[config.mk]
export PLATFORM = sky130hd
export DESIGN_NAME = writeback_stage
export DESIGN_NICKNAME = d
export VERILOG_FILES = /design/src/rtl/writeback_stage.sv
export SDC_FILE = /design/constraint.sdc
export NUM_CORES = 1
export LEC_CHECK = 0
export ABC_AREA = 1
export CAP_MARGIN = 30
export CORE_UTILIZATION = 25
export CTS_BUF_LIST = sky130_fd_sc_hd__clkbuf_8
export DETAILED_ROUTE_END_ITERATION = 12
export MAX_ROUTING_LAYER = met4
export REMOVE_ABC_BUFFERS = 1
export SLEW_MARGIN = 20
export SYNTH_ARGS = -nofsm -noshare
export SYNTH_HDL_FRONTEND = slang
export SYNTH_SLANG_ARGS = --single-unit
[constraint.sdc]
create_clock -name clk -period 2.2 [get_ports clk]
set_input_delay 0.44 -clock clk [delete_from_list [all_inputs] [get_ports clk]]
set_output_delay 0.44 -clock clk [all_outputs]
set_load 0.02 [all_outputs]
[src/rtl/writeback_stage.sv]
// +----------------------------------------------------------------------------+
// | Module      : writeback_stage                                              |
// | Description : Final RV32I pipeline stage. Holds the MEM/WB register, waits |
// |               for the data-memory load response, aligns and extends load   |
// |               data, drives the register-file write port, exposes a WB      |
// |               forwarding tap and counts retired instructions.              |
// | Revision    : 1.0 - initial release                                        |
// +----------------------------------------------------------------------------+
// Ports
//   clk             pipeline clock, all state on posedge
//   rst             asynchronous active-low reset
//   mem_valid       MEM stage presents an instruction
//   wb_ready        WB accepts the MEM instruction on this posedge (combinational)
//   mem_reg_write   instruction writes rd
//   mem_rd_addr     destination register
//   mem_result_src  00 ALU, 01 load, 10 pc+4, 11 reserved (retires, no write)
//   mem_alu_result  ALU result, also the load byte address
//   mem_pc_plus4    link value for JAL/JALR
//   mem_funct3      load type
//   dmem_rvalid     load response valid (single-cycle pulse)
//   dmem_rdata      word-aligned load response word
//   WrData/WrAddress/WrEn               register-file write port (RF commits on negedge)
//   wb_fwd_valid/wb_fwd_addr/wb_fwd_data mirror of the write port
//   stall_o         WB blocked waiting for a load response
//   load_fault      1-cycle pulse: misaligned load or illegal funct3
//   instret         64-bit retired-instruction count
// Only WIDTH = 32 is supported.

`default_nettype none

module writeback_stage #(
  parameter int WIDTH     = 32,
  parameter int ADDR_BITS = 5
) (
  input  logic                 clk,
  input  logic                 rst,
  input  logic                 mem_valid,
  output logic                 wb_ready,
  input  logic                 mem_reg_write,
  input  logic [ADDR_BITS-1:0] mem_rd_addr,
  input  logic [1:0]           mem_result_src,
  input  logic [WIDTH-1:0]     mem_alu_result,
  input  logic [WIDTH-1:0]     mem_pc_plus4,
  input  logic [2:0]           mem_funct3,
  input  logic                 dmem_rvalid,
  input  logic [WIDTH-1:0]     dmem_rdata,
  output logic [WIDTH-1:0]     WrData,
  output logic [ADDR_BITS-1:0] WrAddress,
  output logic                 WrEn,
  output logic                 wb_fwd_valid,
  output logic [ADDR_BITS-1:0] wb_fwd_addr,
  output logic [WIDTH-1:0]     wb_fwd_data,
  output logic                 stall_o,
  output logic                 load_fault,
  output logic [63:0]          instret
);

  localparam logic [1:0] c_SRC_ALU  = 2'b00;
  localparam logic [1:0] c_SRC_LOAD = 2'b01;
  localparam logic [1:0] c_SRC_LINK = 2'b10;
  localparam logic [1:0] c_SRC_RSVD = 2'b11;

  localparam logic [2:0] c_F3_LB  = 3'b000;
  localparam logic [2:0] c_F3_LH  = 3'b001;
  localparam logic [2:0] c_F3_LW  = 3'b010;
  localparam logic [2:0] c_F3_LBU = 3'b100;
  localparam logic [2:0] c_F3_LHU = 3'b101;

  typedef enum logic [1:0] {
    S_EMPTY     = 2'd0,
    S_FULL_ALU  = 2'd1,
    S_FULL_LOAD = 2'd2
  } state_t;

  state_t                 state_q;
  logic                   reg_write_q;
  logic [ADDR_BITS-1:0]   rd_q;
  logic [1:0]             src_q;
  logic [WIDTH-1:0]       alu_q;
  logic [WIDTH-1:0]       pc4_q;
  logic [2:0]             funct3_q;
  logic [63:0]            instret_q;
  logic [63:0]            instret_d;

  logic                   w_complete;
  logic                   w_capture;
  logic                   w_bad_load;
  logic [1:0]             w_off;
  logic [7:0]             w_byte;
  logic [15:0]            w_half;
  logic [WIDTH-1:0]       w_load_data;
  logic [WIDTH-1:0]       w_wr_data;
  logic                   w_wr_en;

  // A held ALU-type instruction always finishes in its first cycle; a load
  // finishes on whichever cycle the response pulse shows up.
  assign w_complete = (state_q == S_FULL_ALU) ||
                      ((state_q == S_FULL_LOAD) && dmem_rvalid);
  assign wb_ready   = (state_q == S_EMPTY) || w_complete;
  assign w_capture  = mem_valid && wb_ready;
  assign stall_o    = (state_q == S_FULL_LOAD) && !dmem_rvalid;
  assign instret_d  = instret_q + 64'd1;

  // ---------------------------------------------------------------------------
  // Load alignment: pick the addressed byte / half out of the response word.
  // ---------------------------------------------------------------------------
  assign w_off = alu_q[1:0];

  always_comb begin
    w_byte = dmem_rdata[7:0];
    case (w_off)
      2'd0: w_byte = dmem_rdata[7:0];
      2'd1: w_byte = dmem_rdata[15:8];
      2'd2: w_byte = dmem_rdata[23:16];
      2'd3: w_byte = dmem_rdata[31:24];
      default: w_byte = dmem_rdata[7:0];
    endcase
  end

  assign w_half = w_off[1] ? dmem_rdata[31:16] : dmem_rdata[15:0];

  always_comb begin
    w_load_data = dmem_rdata;
    w_bad_load  = 1'b0;
    case (funct3_q)
      c_F3_LB:  w_load_data = {{(WIDTH-8){w_byte[7]}}, w_byte};
      c_F3_LBU: w_load_data = {{(WIDTH-8){1'b0}}, w_byte};
      c_F3_LH: begin
        w_load_data = {{(WIDTH-16){w_half[15]}}, w_half};
        w_bad_load  = w_off[0];
      end
      c_F3_LHU: begin
        w_load_data = {{(WIDTH-16){1'b0}}, w_half};
        w_bad_load  = w_off[0];
      end
      c_F3_LW: begin
        w_load_data = dmem_rdata;
        w_bad_load  = (w_off != 2'd0);
      end
      default: begin
        // 011, 110, 111 are not RV32I loads
        w_load_data = dmem_rdata;
        w_bad_load  = 1'b1;
      end
    endcase
  end

  // Only a completing load can fault; an idle or ALU-state response is ignored.
  assign load_fault = (state_q == S_FULL_LOAD) && dmem_rvalid && w_bad_load;

  always_comb begin
    w_wr_data = alu_q;
    case (src_q)
      c_SRC_ALU:  w_wr_data = alu_q;
      c_SRC_LOAD: w_wr_data = w_load_data;
      c_SRC_LINK: w_wr_data = pc4_q;
      default:    w_wr_data = alu_q;
    endcase
  end

  // Reserved source and faulting loads still retire, they just never write.
  assign w_wr_en = w_complete && reg_write_q && (rd_q != '0) &&
                   !load_fault && (src_q != c_SRC_RSVD);

  assign WrEn         = w_wr_en;
  assign WrData       = w_wr_data;
  assign WrAddress    = rd_q;
  assign wb_fwd_valid = w_wr_en;
  assign wb_fwd_data  = w_wr_data;
  assign wb_fwd_addr  = rd_q;
  assign instret      = instret_q;

  // ---------------------------------------------------------------------------
  // State machine, MEM/WB register and retire counter.
  // Capture takes priority over the return to EMPTY so that completion and a
  // new capture on the same edge give one instruction per cycle.
  // ---------------------------------------------------------------------------
  always_ff @(posedge clk or negedge rst) begin
    if (!rst) begin
      state_q     <= S_EMPTY;
      reg_write_q <= 1'b0;
      rd_q        <= '0;
      src_q       <= c_SRC_ALU;
      alu_q       <= '0;
      pc4_q       <= '0;
      funct3_q    <= 3'b000;
      instret_q   <= 64'd0;
    end else begin
      if (w_capture) begin
        reg_write_q <= mem_reg_write;
        rd_q        <= mem_rd_addr;
        src_q       <= mem_result_src;
        alu_q       <= mem_alu_result;
        pc4_q       <= mem_pc_plus4;
        funct3_q    <= mem_funct3;
        state_q     <= (mem_result_src == c_SRC_LOAD) ? S_FULL_LOAD : S_FULL_ALU;
      end else if (w_complete) begin
        state_q <= S_EMPTY;
      end
      if (w_complete) begin
        instret_q <= instret_d;
      end
    end
  end

endmodule

`default_nettype wire

==> results.cfg, run 1 <==
[status]
status = finished, violations left
violations = negative setup slack

[logic_synthesis]
synth_common_cells = nand2_1, dfrtp_1, nor2_1, inv_1, a21oi_1
synth-main-ff-cell = dfrtp_1
synth_top_family_by_area = simple AND/OR/NAND/NOR gates
synthAdderAreaFrac_pct = 0.595
synth_area_sq_um = 8420
synth_most_common_cell = nand2_1
ys_seq_elements = 141
yosysWarnings = 0
yosysUniqueCellTypes = 40
synthXorXnorAreaFrac_pct = 4.58
synthSimpleGateAreaFrac_pct = 26.6
synth_edf_count = 0
postSynth.asyncResetShare_pct = 100
muxShareOfSynthArea_pct = 9.10
avgSynthCellArea_sq_um = 8.14
ys_seq_area_share_pct = 41.9
synth_area_leaders = dfrtp_1, nand2_1, mux2_2
synth_compound_area_share_pct = 7.95
syn_inst = 1034
yosysTopAreaCell = dfrtp_1
synth_top_area_share_pct = 41.9

[placed_design]
hpwl_um = 22900
place_ws_ps = -992
place_inst = 1745
io_buffers = 253
gp_congestion = 0.892
placedInstanceArea_sq_um = 11800

[floorplanning]
start_util_pct = 25.6
io_pins = 254
core-area_sq_um = 32900
dieArea_sq_um = 34400
die_h_um = 185
fp-row-count = 66
dieWidth_um = 185

[sta]
timing.final.crit_share_pct = 122
max_freq_mhz = 374
finalHoldViolCount = 0
slew_headroom_pct = 67.0
clock_skew_ps = 15.2
tightestPinTransition_ps = 494
drv_slew = 0
setup_viol = 66
fin_ws_ps = -477
rsz0062_at_grt = true
period_needed_ps = 2680

[global_route]
grt.total_usage_pct = 17.9
antenna_found_initial = 0
grt_overflow = 0
first_global_vias = 8079
grt_max_degree = 48
grt_pass1_wl_um = 45300

[detailed_routing]
detail_route.wl_per_cell_um = 17.0
finalWirelength_um = 30400
vias = 8078
drtIter0Drc = 435
viasPerCell = 4.53
drt_pass1_iterations = 4
drcViolationCount = 0
ant_nets = 0

[setup_path]
critical_path_buf_inv_count = 4
crit_path_max_fanout = 8
worstSetupPathType = register to primary output
critPathSlowestCell = dfrtp_2
critical_path.top_delay_family = buffers and inverters
path_cells = o21ai_2, buf_6, o21ai_2, inv_2, nand2_8, nand2_8, buf_12, nand2_2, a21oi_2, buf_4
crit_path_end_kind = primary output
worst_setup_path_start_kind = register
required_ps = 1760
worstPathArrival_ps = 2240
critPathMaxStageDelay_ps = 520

[power]
power_mw = 10.4
leakage_nw = 5.41
peakVddDrop_uv = 568
p_per_area_nw_per_um2 = 822

[clocking]
clock_path_buffers = 2
clk_latency_ps = 460
cts_tree = yes
cts_buffers = 17
cts.sinks = 141
clk_pin_slew_ps = 100
htreeDepth = 4
cts_root_buf = clkbuf_8

[final_layout]
final_core_util_pct = 38.4
finish.net_count = 1445
final_cells = 1785
stdcell_area_sq_um = 12600
layout-drive-gt1-share_pct = 28.0
syn2layout_area_growth_pct = 50.1
antenna_cells = 0

[hold_path]
hold_class = input pin to asynchronous set/reset pin

[job]
maxCapViolCount = 0
[repair_timing]
action	CTS	global route
endpoints found under the setup margin	68	68
gates resized for setup	392	70
cloned	1	1
buffers inserted	2	5
hold buffers	1	0
endpoints found under the hold margin	44	0
pin swaps	10	16
[per-layer routing]
layer	up-vias	global-route usage [%]	wire (um)
li1	3903	-	-
met4	0	4.23	450
met1	3864	21.0	12800
met2	282	30.4	14700
met3	29	4.81	2360
met5	-	-	0
[metrics by stage]
stage	hold WS, ps	setup TNS, ps
floorplan	144	-88120
detailed placement	422	-57520
finish	498	-26460
global route	521	-32460
global placement	420	-54420
CTS	470	-25710
[cell usage in the layout, fill, tap and decap left out, types with 21 or more instances in the layout]
master,synthesis,routed
nand3_1,30,29
a21oi_1,71,48
mux2_2,68,68
buf_4,45,106
clkdlybuf4s50_1,0,183
nor2_1,139,136
xor2_1,27,27
dfrtp_1,141,140
o21ai_0,32,21
nand2_1,240,223
buf_6,3,34
inv_1,81,81
[final timing paths]
check                           depth (start not counted)          end        from  slack [ps]
worst max-delay path                                   10   WrData[23]    alu_q[1]        -480
worst min-delay path                                    2    pc4_q[23]         rst         500
worst max register to register                         11  instret[46]  state_q[1]         350
worst min register to register                          1    alu_q[27]   alu_q[27]         510
max in group asynchronous                               3    alu_q[16]         rst        1060
min in group clk                                        1    alu_q[27]   alu_q[27]         510
[cell families (layout without fill, tap and decap cells)]
kind of cell / count (synthesis) / after routing
AOI/OAI and AO/OA: 124 / 124
xor gates and xnor gates: 44 / 44
adders and majority gates: 4 / 4
buffers and inverters: 154 / 461
DFF: 141 / 141
muxes: 68 / 68
and+or+nand+nor: 499 / 501
[sequential cells by signal, summed over array words and instances (netlist names)]
register / cells
WrAddress: 5
alu_q: 32
funct3_q: 3
instret: 64
pc4_q: 32
reg_write_q: 1
src_q: 2
state_q: 2
[power by group]
group | internal [mW] | total [mW] | switching [mW]
combinational | 2.28 | 4.96 | 2.68
sequential | 2.91 | 3.16 | 0.250
clock | 1.12 | 2.26 | 1.14
[cell type report]
type / instances / area [sq um]
fillers: 3365 / 20200
well taps: 442 / 553
multi-input cells: 741 / 4500
clock buffers: 17 / 234
clock inverters: 15 / 173
flip-flops and latches: 141 / 3530
repair buffers: 343 / 3320
inverters: 86 / 325
Note: power is estimated with default switching activity, not from simulation.
==> run 2: changes to the inputs <==
--- a/config.mk
+++ b/config.mk
@@ -12,6 +12,7 @@
 export DETAILED_ROUTE_END_ITERATION = 12
 export MAX_ROUTING_LAYER = met4
 export REMOVE_ABC_BUFFERS = 1
+export SKIP_LAST_GASP = 1
 export SLEW_MARGIN = 20
 export SYNTH_ARGS = -nofsm -noshare
 export SYNTH_HDL_FRONTEND = slang
==> results.cfg, run 2 (synthesis results as in run 1) <==
[status]
status = finished, violations left
violations = negative setup slack

[clocking]
cts.sinks = 141
cts_tree = yes
cts_buffers = 17
cts_root_buf = clkbuf_8
clock_path_buffers = 2
clk_latency_ps = 460
clk_pin_slew_ps = 100
htreeDepth = 4

[detailed_routing]
finalWirelength_um = 31000
drt_pass1_iterations = 4
detail_route.wl_per_cell_um = 17.2
drcViolationCount = 0
viasPerCell = 4.59
drtIter0Drc = 375
ant_nets = 0
vias = 8255

[job]
maxCapViolCount = 0

[global_route]
antenna_found_initial = 0
grt.total_usage_pct = 17.9
grt_max_degree = 48
grt_pass1_wl_um = 45300
grt_overflow = 0
first_global_vias = 8072

[final_layout]
antenna_cells = 0
largest_register_ffs = 64
fill_cells = 3337
final_common_cell = nand2_1
syn2layout_area_growth_pct = 52.9
finish.net_count = 1460
stdcell_area_sq_um = 12900
layout-drive-gt1-share_pct = 29.7
mostFrequentLayoutCells = nand2_1, clkdlybuf4s50_1, dfrtp_1, nor2_1, buf_4

[sta]
max_freq_mhz = 379
tightestPinTransition_ps = 496
period_needed_ps = 2640
clock_skew_ps = 15.7
hold_ws_ps = 491
timing.final.crit_share_pct = 120
fin_ws_ps = -439
rsz0062_at_grt = true
drv_slew = 0
slew_headroom_pct = 66.9
setup_viol = 67
finalHoldViolCount = 0

[floorplanning]
dieWidth_um = 185
start_util_pct = 25.6
fp-row-count = 66
core-area_sq_um = 32900
io_pins = 254
dieArea_sq_um = 34400
die_h_um = 185

[power]
p_per_area_nw_per_um2 = 824
peakVddDrop_uv = 568
leakage_nw = 5.51

[setup_path]
worstSetupPathType = register to primary output
required_ps = 1760
crit_path_end_kind = primary output
worst_setup_path_start_kind = register
crit_path_max_fanout = 6
worstPathArrival_ps = 2200

[placed_design]
io_buffers = 253
placedInstanceArea_sq_um = 11800
gp_congestion = 0.892
hpwl_um = 22900

[hold_path]
hold_class = input pin to asynchronous set/reset pin
[run 2: cell count changes in the layout (fill, tap and decap cells not counted), moves of 3 or more]
| cell | change |
|---|---|
| buf_12 | +3 |
| buf_4 | +8 |
| inv_1 | -3 |
| inv_2 | +3 |
| nand2_1 | -4 |
| o21ai_0 | -6 |
| o21ai_1 | +4 |
[run 2: worst paths after layout]
kind                            start     endpoint  slack, ps  cells past startpoint
max in group asynchronous         rst    alu_q[16]       1070                      3
min reg2reg                 pc4_q[14]    pc4_q[14]        510                      1
min                               rst    pc4_q[23]        490                      2
min in group clk            pc4_q[14]    pc4_q[14]        510                      1
max reg2reg                state_q[1]  instret[42]        330                      9
max                          alu_q[1]   WrData[23]       -440                     10
[run 2: cell type report]
cell class | instances | area, sq um | area share, %
well taps | 442 | 553 | 4.30
repair buffers | 358 | 3490 | 27.1
multi-input cells | 741 | 4550 | 35.4
inverters | 86 | 332 | 2.58
clock buffers | 17 | 234 | 1.82
flip-flops and latches | 141 | 3530 | 27.4
clock inverters | 15 | 173 | 1.34
[run 2: metrics by stage]
step	setup WS (ps)	std cells	power [mW]	utilization, %	TNS (ps)
floorplan	-1180	966	5.29	-	-88120
global placement	-956	1745	7.74	36.0	-54420
detailed placement	-992	1745	7.80	36.0	-57520
CTS	-487	1779	10.1	37.5	-25950
global route	-533	1800	11.1	39.1	-30700
finish	-439	1800	10.6	39.1	-24980
[run 2: layer usage]
| layer | wire [um] | up-vias | global-route usage (%) |
|---|---|---|---|
| li1 | - | 3924 | - |
| met1 | 12900 | 3985 | 21.0 |
| met2 | 15100 | 315 | 30.4 |
| met3 | 2480 | 31 | 4.79 |
| met4 | 541 | 0 | 4.26 |
| met5 | 0 | - | - |
[run 2: report_power, final]
part | internal, mW | total, mW | switching [mW]
combinational | 2.41 | 5.19 | 2.77
sequential | 2.91 | 3.16 | 0.243
clock | 1.12 | 2.26 | 1.14
[run 2: repair_timing]
item	CTS	global route
hold buffers	1	0
endpoints found under the setup margin	68	68
cloned	1	3
gates resized for setup	385	110
hold endpoints to repair	44	0
buffers inserted	2	19
pin swaps	10	25
[run 2: worst max-delay path: stages, from the launching register on]
cell and delay, ps:
dfrtp_2 430, buf_12 150, o21ai_4 220, o21ai_2 90, inv_2 120, nand2_8 110
nand2_8 130, buf_12 120, nand2_2 50, a21oi_2 150, buf_4 160
